## config.mk

```make
export PLATFORM = sky130hd
export DESIGN_NAME = mem_burst_ctrl
export DESIGN_NICKNAME = d
export VERILOG_FILES = /design/src/rtl/mem_ctrl_pkg.sv /design/src/rtl/mem_rd_pipe.sv /design/src/rtl/mem_burst_ctrl.sv
export SDC_FILE = /design/constraint.sdc
export NUM_CORES = 1
export LEC_CHECK = 0
export ABC_AREA = 0
export CAP_MARGIN = 5
export CORE_ASPECT_RATIO = 1.25
export CORE_MARGIN = 4
export CORE_UTILIZATION = 49
export CTS_CLUSTER_DIAMETER = 80
export DETAILED_ROUTE_END_ITERATION = 8
export GPL_ROUTABILITY_DRIVEN = 0
export PLACE_DENSITY_LB_ADDON = 0.08
export REMOVE_ABC_BUFFERS = 1
export SYNTH_ARGS = -nofsm -noshare
export SYNTH_HDL_FRONTEND = slang
export SYNTH_SLANG_ARGS = --single-unit
export TNS_END_PERCENT = 5
```

## constraint.sdc

```tcl
create_clock -name clk -period 5.2 [get_ports clk]
set_input_delay 0.52 -clock clk [delete_from_list [all_inputs] [get_ports clk]]
set_output_delay 0.52 -clock clk [all_outputs]
set_load 0.01 [all_outputs]
```

## src/rtl/mem_ctrl_pkg.sv

```systemverilog
// Shared types and default sizing for the burst memory controller.
package mem_ctrl_pkg;

    typedef enum logic [1:0] {
        IDLE  = 2'd0,
        WR    = 2'd1,
        RD    = 2'd2,
        DRAIN = 2'd3
    } state_t;

    localparam int DEF_ADDR_W    = 5;
    localparam int DEF_DATA_W    = 8;
    localparam int DEF_MAX_BURST = 8;

endpackage

```

## src/rtl/mem_rd_pipe.sv

```systemverilog
// Two-stage read return pipe: stage 1 tracks a read the memory has just
// sampled, stage 2 captures the memory data and presents it as a beat.
module mem_rd_pipe
    import mem_ctrl_pkg::*;
#(
    parameter int DATA_W = DEF_DATA_W
) (
    input  logic              clk,
    input  logic              rst_n,
    input  logic              push_valid,
    input  logic              push_last,
    input  logic [DATA_W-1:0] data_in,
    output logic              stage_busy,
    output logic              out_valid,
    output logic              out_last,
    output logic [DATA_W-1:0] out_data
);

    logic s1_valid;
    logic s1_last;

    // Shift the valid/last tags and capture data only when a beat is due,
    // so rdata and rdata_last stay at zero between beats.
    always_ff @(posedge clk or negedge rst_n) begin
        if (!rst_n) begin
            s1_valid  <= 1'b0;
            s1_last   <= 1'b0;
            out_valid <= 1'b0;
            out_last  <= 1'b0;
            out_data  <= '0;
        end else begin
            s1_valid  <= push_valid;
            s1_last   <= push_valid & push_last;
            out_valid <= s1_valid;
            out_last  <= s1_valid & s1_last;
            out_data  <= s1_valid ? data_in : '0;
        end
    end

    // Stage 1 still holds a beat that has not reached the output yet.
    assign stage_busy = s1_valid;

endmodule

```

## src/rtl/mem_burst_ctrl.sv

```systemverilog
// Burst memory master: accepts write/read burst requests, drives the
// synchronous memory strobes and streams read data back with fixed latency.
module mem_burst_ctrl
    import mem_ctrl_pkg::*;
#(
    parameter  int ADDR_W    = DEF_ADDR_W,
    parameter  int DATA_W    = DEF_DATA_W,
    parameter  int MAX_BURST = DEF_MAX_BURST,
    localparam int LEN_W     = $clog2(MAX_BURST)
) (
    input  logic              clk,
    input  logic              rst_n,
    input  logic              req_valid,
    output logic              req_ready,
    input  logic              req_write,
    input  logic [ADDR_W-1:0] req_addr,
    input  logic [LEN_W-1:0]  req_len,
    input  logic              wdata_valid,
    output logic              wdata_ready,
    input  logic [DATA_W-1:0] wdata,
    output logic              rdata_valid,
    output logic [DATA_W-1:0] rdata,
    output logic              rdata_last,
    output logic              busy,
    output logic              mem_read,
    output logic              mem_write,
    output logic [ADDR_W-1:0] mem_addr,
    output logic [DATA_W-1:0] mem_data_in,
    input  logic [DATA_W-1:0] mem_data_out
);

    state_t            state;
    logic [ADDR_W-1:0] cur_addr;
    logic [LEN_W-1:0]  remaining;   // beats still to issue after the current one
    logic              read_last;   // travels alongside mem_read for the final beat
    logic              pipe_busy;

    // Burst sequencer: all memory strobes are registered here; address
    // arithmetic wraps naturally at 2**ADDR_W.
    always_ff @(posedge clk or negedge rst_n) begin
        if (!rst_n) begin
            state       <= IDLE;
            cur_addr    <= '0;
            remaining   <= '0;
            mem_read    <= 1'b0;
            mem_write   <= 1'b0;
            mem_addr    <= '0;
            mem_data_in <= '0;
            read_last   <= 1'b0;
        end else begin
            mem_read  <= 1'b0;
            mem_write <= 1'b0;
            read_last <= 1'b0;
            case (state)
                IDLE: begin
                    if (req_valid) begin
                        remaining <= req_len;
                        if (req_write) begin
                            state    <= WR;
                            cur_addr <= req_addr;
                        end else begin
                            // First read issues on the handshake edge itself.
                            state     <= RD;
                            mem_read  <= 1'b1;
                            mem_addr  <= req_addr;
                            cur_addr  <= req_addr + 1'b1;
                            read_last <= (req_len == '0);
                        end
                    end
                end
                WR: begin
                    if (wdata_valid) begin
                        mem_write   <= 1'b1;
                        mem_addr    <= cur_addr;
                        mem_data_in <= wdata;
                        cur_addr    <= cur_addr + 1'b1;
                        remaining   <= remaining - 1'b1;
                        if (remaining == '0) begin
                            state <= IDLE;
                        end
                    end
                end
                RD: begin
                    if (remaining == '0) begin
                        state <= DRAIN;
                    end else begin
                        mem_read  <= 1'b1;
                        mem_addr  <= cur_addr;
                        cur_addr  <= cur_addr + 1'b1;
                        remaining <= remaining - 1'b1;
                        read_last <= (remaining == LEN_W'(1));
                    end
                end
                DRAIN: begin
                    // Stage 2 emits its final beat in the cycle we leave.
                    if (!pipe_busy) begin
                        state <= IDLE;
                    end
                end
                default: state <= IDLE;
            endcase
        end
    end

    mem_rd_pipe #(
        .DATA_W(DATA_W)
    ) u_rd_pipe (
        .clk       (clk),
        .rst_n     (rst_n),
        .push_valid(mem_read),
        .push_last (read_last),
        .data_in   (mem_data_out),
        .stage_busy(pipe_busy),
        .out_valid (rdata_valid),
        .out_last  (rdata_last),
        .out_data  (rdata)
    );

    // Ready is suppressed while reset is asserted even though state is IDLE.
    assign req_ready   = rst_n && (state == IDLE);
    assign wdata_ready = (state == WR);
    assign busy        = (state != IDLE) || pipe_busy || rdata_valid;

endmodule
```

==> results list, run 1 <==
- Power per cell area: 593.8 mW/mm²
* Number of DRC violations after detailed-routing iteration 0: 34
- Most instantiated library cell after synthesis: dfrtp_1
* Die extent in x: 62.39 µm
* Global route overflow: 0
- After routing, the total negative slack on setup checks comes to 0 ps.
- The netlist uses 32 different library cells.
- The initial antenna violation count was 0.
* Number of storage elements in the synthesis netlist: 38
- Between clock sinks in the finished design, the worst skew comes to 9.157 ps.
- Clock-pin transition on the worst setup and hold timing paths: 80 ps
- Site row count: 24
- Chip height: 75.99 µm
* Maximum net fanout on the critical path: 5
- Max-cap violations in this run came to 0.
- Max Clk Rate: 385.2 MHz
- Hold is met by 333.2 ps.
- In this run the critical register-to-register path is captured at cur_addr[2]$_DFFE_PN0P_.
- Detailed Route WL: 3.858 mm
- The area growth from synthesis to layout is 36.46%.
* Global Route Usage Sum: 16.72%
- The via count of the first global-routing pass is 1497.
- Clock root cell: clkbuf_8
* Number of cell instances on the worst register-to-register path: 7
* Clock latency on the worst-skew pair: 290 ps
- Max Buffers Root-to-Sink: 2
- Normalized max-slew margin: 44.68%
* Number of gates resized after cts: 0
- Final Hold Fails: 0
- The design draws 1.468 mW.
- Cell Area, Synth: 0.001812 mm²
- The first global-routing pass estimated 6.479 mm of wire.
* Share of flip-flops with an asynchronous set or reset: 100.0%
* Number of ports placed on the die boundary: 57
- Buffers inserted during clock tree synthesis total 5.
- STA classifies the critical path endpoint as a primary output.
* Source of the worst register-to-register timing path: state[0]$_DFFE_PN0P_
- Yosys top cell area share: 52.49%
* Post-layout minimum cycle time: 2596 ps
* Worst EP required: 4680 ps
- Yosys printed 0 warnings.
- The H-tree was split into 2 levels.
- Pin count of the biggest net entering global routing: 40
- Tightest Hold Check Type: input pin to asynchronous set/reset pin
- LEAKAGE: 1.089 nW
- Input and output buffers added on the ports amount to 56.
- Post-DR wirelength/cell: 14.73 µm
- The final critical path takes up 49.93% of the cycle.
* R2R Setup Slk: 3090 ps
- Startpoint type of the worst setup path: register
* Initial standard-cell utilization of the core: 51.57%
* Leading cell types by count after synthesis: dfrtp_1, mux2_2, o21ai_0, nand2_1
- Buffers inserted to repair hold after CTS numbered 0.
* Primary FF master, synth: dfrtp_1
* Final max-slew violation count: 0
* Largest cells by area after synthesis: dfrtp_1, mux2_2, ha_1
- Final setup fails: 0
- The run finished with clean final reports.
* Synth Instances: 165
- Buffers inserted by post-CTS timing repair: 0
- The critical path is of the register to primary output type.
- The pre-antenna-repair detailed-routing pass consisted of 4 iterations.
- The share of the Yosys chip area taken by registers is 52.49%.
- Crit path launch: state[0]$_DFFE_PN0P_
- TritonCTS built the clock tree.
- Detail Route Antenna Nets: 0
* Die footprint: 0.004740 mm²
- Timing endpoint of the critical path: busy
* Number of enable flip-flop cells after synthesis: 0
- After detailed routing, the number of remaining DRC violations is 0.
- NumNets Final: 260
* Area of the core: 0.003513 mm²
- For the pin with the worst max-slew slack, the measured transition is 829.7 ps.
- DP HPWL: 2.886 mm
- Number of antenna cells inserted: 0
- Post-synth top area cell: dfrtp_1
* Arrival time at the worst endpoint: 2080 ps
* Maximum resistive drop on vdd: 0.3640 mV
- Total via count after detailed routing: 1398
* Sink count of the clock tree: 38
- Proportion of layout cells with a drive suffix above 1: 13.00%
- Dividing the detail-routed via count by the number of cells gives 5.336.
- The average instance in the mapped netlist occupies 10.98 µm².
- Unrepaired setup endpoints after global routing: no
-- critical path, stage by stage, from the launching register on --
cell and delay (ps):
dfrtp_1 440, inv_1 100, ha_1 260, inv_1 120, or3_1 380, clkdlybuf4s50_1 480
-- routing by layer --
| metal | share of wire, % | up-vias | track usage (%) |
|---|---|---|---|
| met4 | 1.4 | 0 | 6.794 |
| met3 | 5.4 | 7 | 5.015 |
| met1 | 42 | 670 | 19.24 |
| li1 | - | 670 | - |
| met5 | 0 | - | 0 |
| met2 | 51 | 51 | 28.63 |
-- layout make-up --
cell class	instances	area, µm²
Clock inverter	1	5.005
Tap cell	39	48.80
Inverter	11	41.29
Sequential cell	38	950.9
Timing Repair Buffer	56	555.5
Clock buffer	7	86.33
Fill cell	284	1041
Multi-Input combinational cell	110	784.5
-- state kept, by name (all words and copies together), names as in the netlist, 2 cells and up --
register	flops
mem_addr	5
remaining	3
mem_data_in	8
cur_addr	5
state	2
u_rd_pipe.out_data	8
-- stage by stage --
stage	worst slack [ps]	area, µm²	instances	util (%)
5_1_grt	2519	2472	262	70.37
4_1_cts	2600	2472	262	70.37
2_1_floorplan	3401	1777	159	-
6_report	2604	2472	262	70.37
3_5_place_dp	2690	2381	254	67.77
3_3_place_gp	2737	2381	254	67.77
-- worst min path at each step --
stage                       start                             end  slack (ps)  depth (start not counted)
5_1_grt                     rst_n            state[0]$_DFFE_PN0P_         400                          1
6_report                    rst_n              mem_read$_DFF_PN0_         330                          1
3_5_place_dp   mem_read$_DFF_PN0_  u_rd_pipe.stage_busy$_DFF_PN0_         390                          0
4_1_cts                     rst_n         cur_addr[1]$_DFFE_PN0P_         360                          1
3_3_place_gp   mem_read$_DFF_PN0_  u_rd_pipe.stage_busy$_DFF_PN0_         380                          0
2_1_floorplan               rst_n         cur_addr[0]$_DFFE_PN0P_         220                          0
-- cell families after synthesis --
logic type	synth area share (%)
AOI/OAI and AO/OA	8.287
xor gates and xnor gates	1.934
adders and majority gates	6.216
buffers and inverters	4.213
DFF	52.49
muxes	9.876
and+or+nand+nor	16.99
-- where the power goes --
part	leakage (nW)	internal (mW)	switching, mW
sequential	0.479	0.420	0.0801
clock	0.0482	0.107	0.0984
combinational	0.562	0.389	0.374
-- cell usage in the layout, fill, tap and decap left out, drive strengths merged, types with 2 or more instances in the layout --
| cell type | Yosys | routed |
|---|---|---|
| nand2 | 14 | 14 |
| and2 | 11 | 11 |
| xnor2 | 4 | 4 |
| clkbuf | 3 | 7 |
| a21oi | 3 | 3 |
| inv | 11 | 11 |
| nand3 | 5 | 5 |
| mux2 | 15 | 15 |
| ha | 9 | 9 |
| o22ai | 3 | 3 |
| nor3 | 9 | 9 |
| nand3b | 3 | 3 |
| dfrtp | 38 | 38 |
| clkdlybuf4s50 | 0 | 55 |
| nand2b | 3 | 3 |
| nor2b | 2 | 2 |
| o21ai | 15 | 15 |
| a211oi | 2 | 2 |
| nor2 | 5 | 5 |
Note: power is estimated with default switching activity, not from simulation.
==> inputs of run 2 (changes only) <==
- CORE_UTILIZATION: 49 -> 41
- clock period: 5.2 -> 2.3 ns (I/O delays scaled with it)
==> results list, run 2 (same netlist as run 1, synthesis figures left out) <==
* Arrival time at the worst endpoint: 1760 ps
* Level count of the clock H-tree: 2
- Initial standard-cell utilization of the core: 43.51%
- Post-layout minimum cycle time: 1995 ps
- Post-layout total power: 3.374 mW
- Setup violations remaining at the end of the flow were counted as 0.
* Transition time at the pin with the least slew margin: 489.1 ps
* Timing endpoint of the critical path: req_ready
- Commonest non-fill, non-tap cell in the layout: clkdlybuf4s50_1
- The first detailed-routing pass took 4 iterations.
- Of all nets on the critical path, the largest fanout is 5.
- CTS placed an instance of clkbuf_8 at the clock tree root.
- The via count of the first global-routing pass is 1458.
- Across the run, the number of max-cap violations was 0.
- Met3 Track Usage GR: 4.736%
* Antenna violations before repair: 0
- Most crowded layer after global routing: met2
- The run finished with clean final reports.
- STA puts the critical path data required time at 2070 ps.
- Global route overflow: 0
* Clock-pin transition on the worst setup and hold timing paths: 70 ps
* Die footprint: 0.005553 mm²
- For this run, the slowest stage of the critical path takes 550 ps.
- The critical path starts at state[1]$_DFFE_PN0P_.
- Dividing total power by cell area gives a power density of 1338 mW/mm².
* Placed Area: 0.002425 mm²
- Final max-slew violation count: 0
- After detailed routing, the number of remaining DRC violations is 0.
- Pin count of the biggest net entering global routing: 39
* Area of the core: 0.004164 mm²
* LEAKAGE: 1.106 nW
- The post-route netlist has 14.60% of its cells at a drive strength greater than 1.
- Total via count after detailed routing: 1409
- Period utilisation layout: 86.74%
- Measured along the x axis, the die boundary spans 67.46 µm.
- Summed over all nets, the half-perimeter wirelength after detailed placement is 3.034 mm.
- The initialized floorplan defines 26 standard-cell rows.
* Normalized max-slew margin: 67.40%
* Detailed Route WL: 4.000 mm
- Post-DR wirelength/cell: 14.18 µm
- Global routing consumed, on the met2 layer, 28.32% of the routing resources.
- The worst setup path is captured at a primary output.
- Source of the worst register-to-register timing path: state[1]$_DFFE_PN0P_
* Final Hold Fails: 0
* Global Route Usage Sum: 15.71%
* Total of fill cells in the finished design: 372
- Drt via density: 4.996
- For this run, the top clock speed supported by timing is 501.3 MHz.
* Type of the worst setup path: register to primary output
- After the first detailed-routing iteration, the DRC count stood at 20.
- Number of cell instances on the worst register-to-register path: 7
- Chip height: 82.32 µm
- The top cell types in the final layout, fill and taps aside, are clkdlybuf4s50_1, dfrtp_1, o21ai_0, mux2_2, nand2_1.
* Final design area excluding fillers: 0.002521 mm²
* Startpoint type of the worst setup path: register
* Clock tree from TritonCTS: built
* Clock tree skew after final layout: 3.923 ps
* Unrepaired setup endpoints after global routing: no
- On the critical path, the stage with the largest delay is an instance of clkdlybuf4s50_1.
- Count of buffers from port buffering: 56
* Max Buffers Root-to-Sink: 2
- Wire length of the first global-routing pass: 6.568 mm
- In the final timing run, aggregate negative setup slack is 0 ps.
* Clock latency on the worst-skew pair: 290 ps
* Number of ports placed on the die boundary: 57
* Sequence of cells on the critical path: inv_1 -> ha_2 -> and2_1 -> clkdlybuf4s50_1
* Maximum resistive drop on vdd: 0.7195 mV
- Tightest Hold Check Type: input pin to asynchronous set/reset pin
- The net count of the finished layout is 263.
- Worst reg2reg path endpoint: mem_addr[3]$_DFFE_PN0P_
- The detail route stage leaves a number of antenna-violating nets equal to 0.
- The tree built by TritonCTS fans out to 38 sinks.
* Clock buffer count from CTS: 5
- 0 antenna diodes ended up in the layout.
- In the global route stage, met1 resource usage came out at 16.70%.
- Layout overhead on the synthesized area: 39.16%
- In the final layout, the registers with the most flip-flops are mem_data_in: 8 flops, u_rd_pipe.out_data: 8 flops.
- R2R Setup Slk: 390 ps
## run 2: cell types whose count changed in the layout (fill, tap and decap cells not counted)
cell / previous run / this run
ha_2: 0 / 1
ha_1: 9 / 8
dlymetal6s2s_1: 0 / 1
buf_4: 0 / 3
clkdlybuf4s50_1: 55 / 54
## run 2: per-stage QoR
stage,util [%],hold WS (ps),instances,setup WS [ps]
2_1_floorplan,-,-65.59,159,501.1
3_3_place_gp,58.23,338.2,274,442.0
3_5_place_dp,58.23,356.6,274,359.6
4_1_cts,60.43,39.06,282,32.68
5_1_grt,60.55,53.78,282,217.8
6_report,60.55,11.20,282,305.1
## run 2: worst min-delay path by stage
stage,from,to,cells after the start
finish,rst_n,state[1]$_DFFE_PN0P_,2
detailed placement,rst_n,u_rd_pipe.out_data[5]$_DFF_PN0_,2
global route,rst_n,u_rd_pipe.out_last$_DFF_PN0_,2
floorplan,rst_n,cur_addr[0]$_DFFE_PN0P_,0
CTS,rst_n,u_rd_pipe.out_data[5]$_DFF_PN0_,2
global placement,rst_n,u_rd_pipe.out_data[5]$_DFF_PN0_,2
## run 2: area by class of cell
cell class	instances	area (µm²)	share of cell area, %
flip-flops and latches	38	950.9	37.72
multi-input cells	110	787.0	31.22
repair buffers	59	580.6	23.03
clock buffers	7	86.33	3.424
well taps	56	70.07	2.779
inverters	11	41.29	1.638
clock inverters	1	5.005	0.1985
## run 2: power breakdown
part           switching [mW]  total, mW  internal (mW)
logic                   0.855       1.78          0.922
registers               0.176       1.12          0.949
clock network           0.231      0.473          0.242
## run 2: what timing repair did
| action | 4_1_cts | 5_1_grt |
|---|---|---|
| buffers inserted | 0 | 0 |
| endpoints found under the setup margin | 0 | 1 |
| hold buffers | 0 | 0 |
| resized for setup | 0 | 2 |
## run 2: metal layers
layer  part of all wire, %  wire length [µm]  vias to the layer above
li1                      -                 -                      678
met1                    41              1621                      675
met2                    51              2026                       46
met3                   6.4               257                       10
met4                   2.4                95                        0
met5                     0                 0                        -
## run 2: critical path, delay by kind of cell (launching register included)
kind	cells	cell delay, ps
buffers and inverters	2	670
AND/OR/NAND/NOR	1	160
flip-flops	1	410
adder cells (fa/ha/maj)	1	230
==> inputs of run 3 (changes only) <==
- CORE_ASPECT_RATIO: 1.25 -> 1.1
==> results list, run 3 (same netlist as run 1, synthesis figures left out) <==
- The flow ran to the end, and the final reports show no timing, DRC or antenna violations.
* DP HPWL: 2.961 mm
* Initial standard-cell utilization of the core: 42.28%
- For the worst-skew pair, the clock arrives at the later sink with an insertion delay of 290 ps.
* Post-DR wirelength/cell: 14.02 µm
* Pin count of the biggest net entering global routing: 39
- Number of DRC violations after detailed-routing iteration 0: 59
- Chip height: 77.72 µm
- Met1 Resource Use GR: 17.12%
- Once detail routing completed, the nets flagged for antenna violations numbered 0.
- The first detailed-routing pass took 4 iterations.
- For this run, global-route usage on met3 was measured as 4.793%.
- Power spread over the standard cell area amounts to 1338 mW/mm².
- Number of placed instances, taps included: 272
- TNS Setup: 0 ps
* Tightest Hold Check Type: input pin to asynchronous set/reset pin
- Timing would allow up to 516.2 MHz.
- Minimum setup slack in the final design: 362.9 ps
- Site row count: 25
- Die footprint: 0.005548 mm²
- The max-slew violation count came to 0.
* Arrival time at the worst endpoint: 2150 ps
- Clock buffer count from CTS: 5
* Drt via density: 5.036
- The count of buffers added on input and output ports is 56.
* Level count of the clock H-tree: 2
* Wire length of the first global-routing pass: 6.658 mm
- In this run the static leakage power is 1.106 nW.
- Largest registers: mem_data_in: 8 flops, u_rd_pipe.out_data: 8 flops
- Final non-filler cell total: 280
- met2 is the most crowded layer.
* Number of ports placed on the die boundary: 57
* Maximum resistive drop on vdd: 0.6635 mV
- Cells with a size suffix above 1 make up 14.60% of the layout.
- Worst setup slack before clock tree synthesis: 346.4 ps
- Post-layout minimum cycle time: 1937 ps
- Die extent in x: 71.38 µm
- Max Buffers Root-to-Sink: 2
- NumNets Final: 263
- The final hold violation count was 0.
- For this run, the total global-route usage over all layers was measured as 15.46%.
- Area of the core: 0.004285 mm²
- The worst setup path is launched from a register.
* Max-cap violations: 0
- Unrepaired setup endpoints after global routing: no
- Setup violations remaining at the end of the flow were counted as 0.
- Maximum net fanout on the critical path: 12
- GR met2 Demand/Resource: 26.65%
* Global route overflow: 0
* Clock tree from TritonCTS: built
- Worst EP required: 2510 ps
* Commonest non-fill, non-tap cell in the layout: clkdlybuf4s50_1
* Normalized max-slew margin: 68.48%
- In the finished design, the share of the clock period the worst path needs comes to 84.22%.
- Type of the worst setup path: register to register
- The initial antenna violation count came to 0.
- Clock root cell: clkbuf_8
- Fill cells in the final layout number 349.
- The routed design has 3.926 mm of wire.
* Transition time at the pin with the least slew margin: 472.9 ps
- STA classifies the critical path endpoint as a register.
- The area growth from synthesis to layout is 39.02%.
* Buffers inserted by post-CTS timing repair: 0
- Counting every sink on the clock net gives 38.
- In this run, post-CTS hold repair placed 0 buffers.
- Most frequent cells in the layout: clkdlybuf4s50_1, dfrtp_1, o21ai_0, mux2_2, nand2_1
* Clock tree skew after final layout: 6.761 ps
- Worst Hold Slack: 2.600 ps
* Total via count after detailed routing: 1410
- After clock tree synthesis, the clock-pin slew on the worst setup and hold paths is 70 ps.
- DRC violations left: 0
- Number of antenna cells inserted: 0
* Number of global-route vias before repair: 1448
## run 3: cell counts in the layout (fill, tap and decap cells not counted)
No cell type changed its count.
## run 3: worst paths after layout
kind | start | endpoint | slack, ps | cells after the start
worst max-delay path | state[0]$_DFFE_PN0P_ | cur_addr[2]$_DFFE_PN0P_ | 360 | 7
worst min-delay path | rst_n | u_rd_pipe.stage_busy$_DFF_PN0_ | 3 | 2
worst max register to register | state[0]$_DFFE_PN0P_ | cur_addr[2]$_DFFE_PN0P_ | 360 | 7
worst min register to register | mem_read$_DFF_PN0_ | u_rd_pipe.stage_busy$_DFF_PN0_ | 430 | 0
max in group asynchronous | rst_n | remaining[0]$_DFFE_PN0P_ | 1970 | 2
min in group clk | mem_read$_DFF_PN0_ | u_rd_pipe.stage_busy$_DFF_PN0_ | 430 | 0
## run 3: worst max-delay path, stage by stage, from the launching register on
cell	delay (ps)
dfrtp_1	420
inv_1	110
ha_2	220
inv_1	90
o22ai_2	190
nand2b_1	430
o22ai_1	190
a211oi_2	210
## run 3: final cells by class
type / count / area (µm²) / share of cell area (%)
timing repair buffer: 59 / 580.6 / 23.05
multi-input combinational: 110 / 787.0 / 31.25
tap: 54 / 67.56 / 2.683
inverter: 11 / 41.29 / 1.639
clock buffer: 7 / 86.33 / 3.428
clock inverter: 1 / 5.005 / 0.1987
sequential: 38 / 950.9 / 37.75
## run 3: per-layer routing
layer  routed length [µm]  vias to the layer above
li1                     -                      677
met1                 1564                      681
met2                 2020                       43
met3                  266                        9
met4                   74                        0
met5                    0                        -
## run 3: power breakdown
part	switching [mW]	leakage (nW)	total [mW]	internal, mW
clock	0.223	0.0482	0.465	0.242
combinational	0.855	0.580	1.78	0.922
sequential	0.179	0.479	1.13	0.949
total	1.26	1.11	3.37	2.11
## run 3: what timing repair did
action	CTS	global route
endpoints found under the setup margin	0	1
hold endpoints to repair	0	0
resized for setup	0	2
## run 3: metrics by stage
stage / power (mW) / instance area [µm²] / util, %
after floorplan: 2.159 / 1777 / -
after global placement: 2.854 / 2422 / 56.53
after detailed placement: 2.938 / 2422 / 56.53
after CTS: 3.418 / 2514 / 58.66
after global routing: 3.673 / 2519 / 58.77
final: 3.371 / 2519 / 58.77
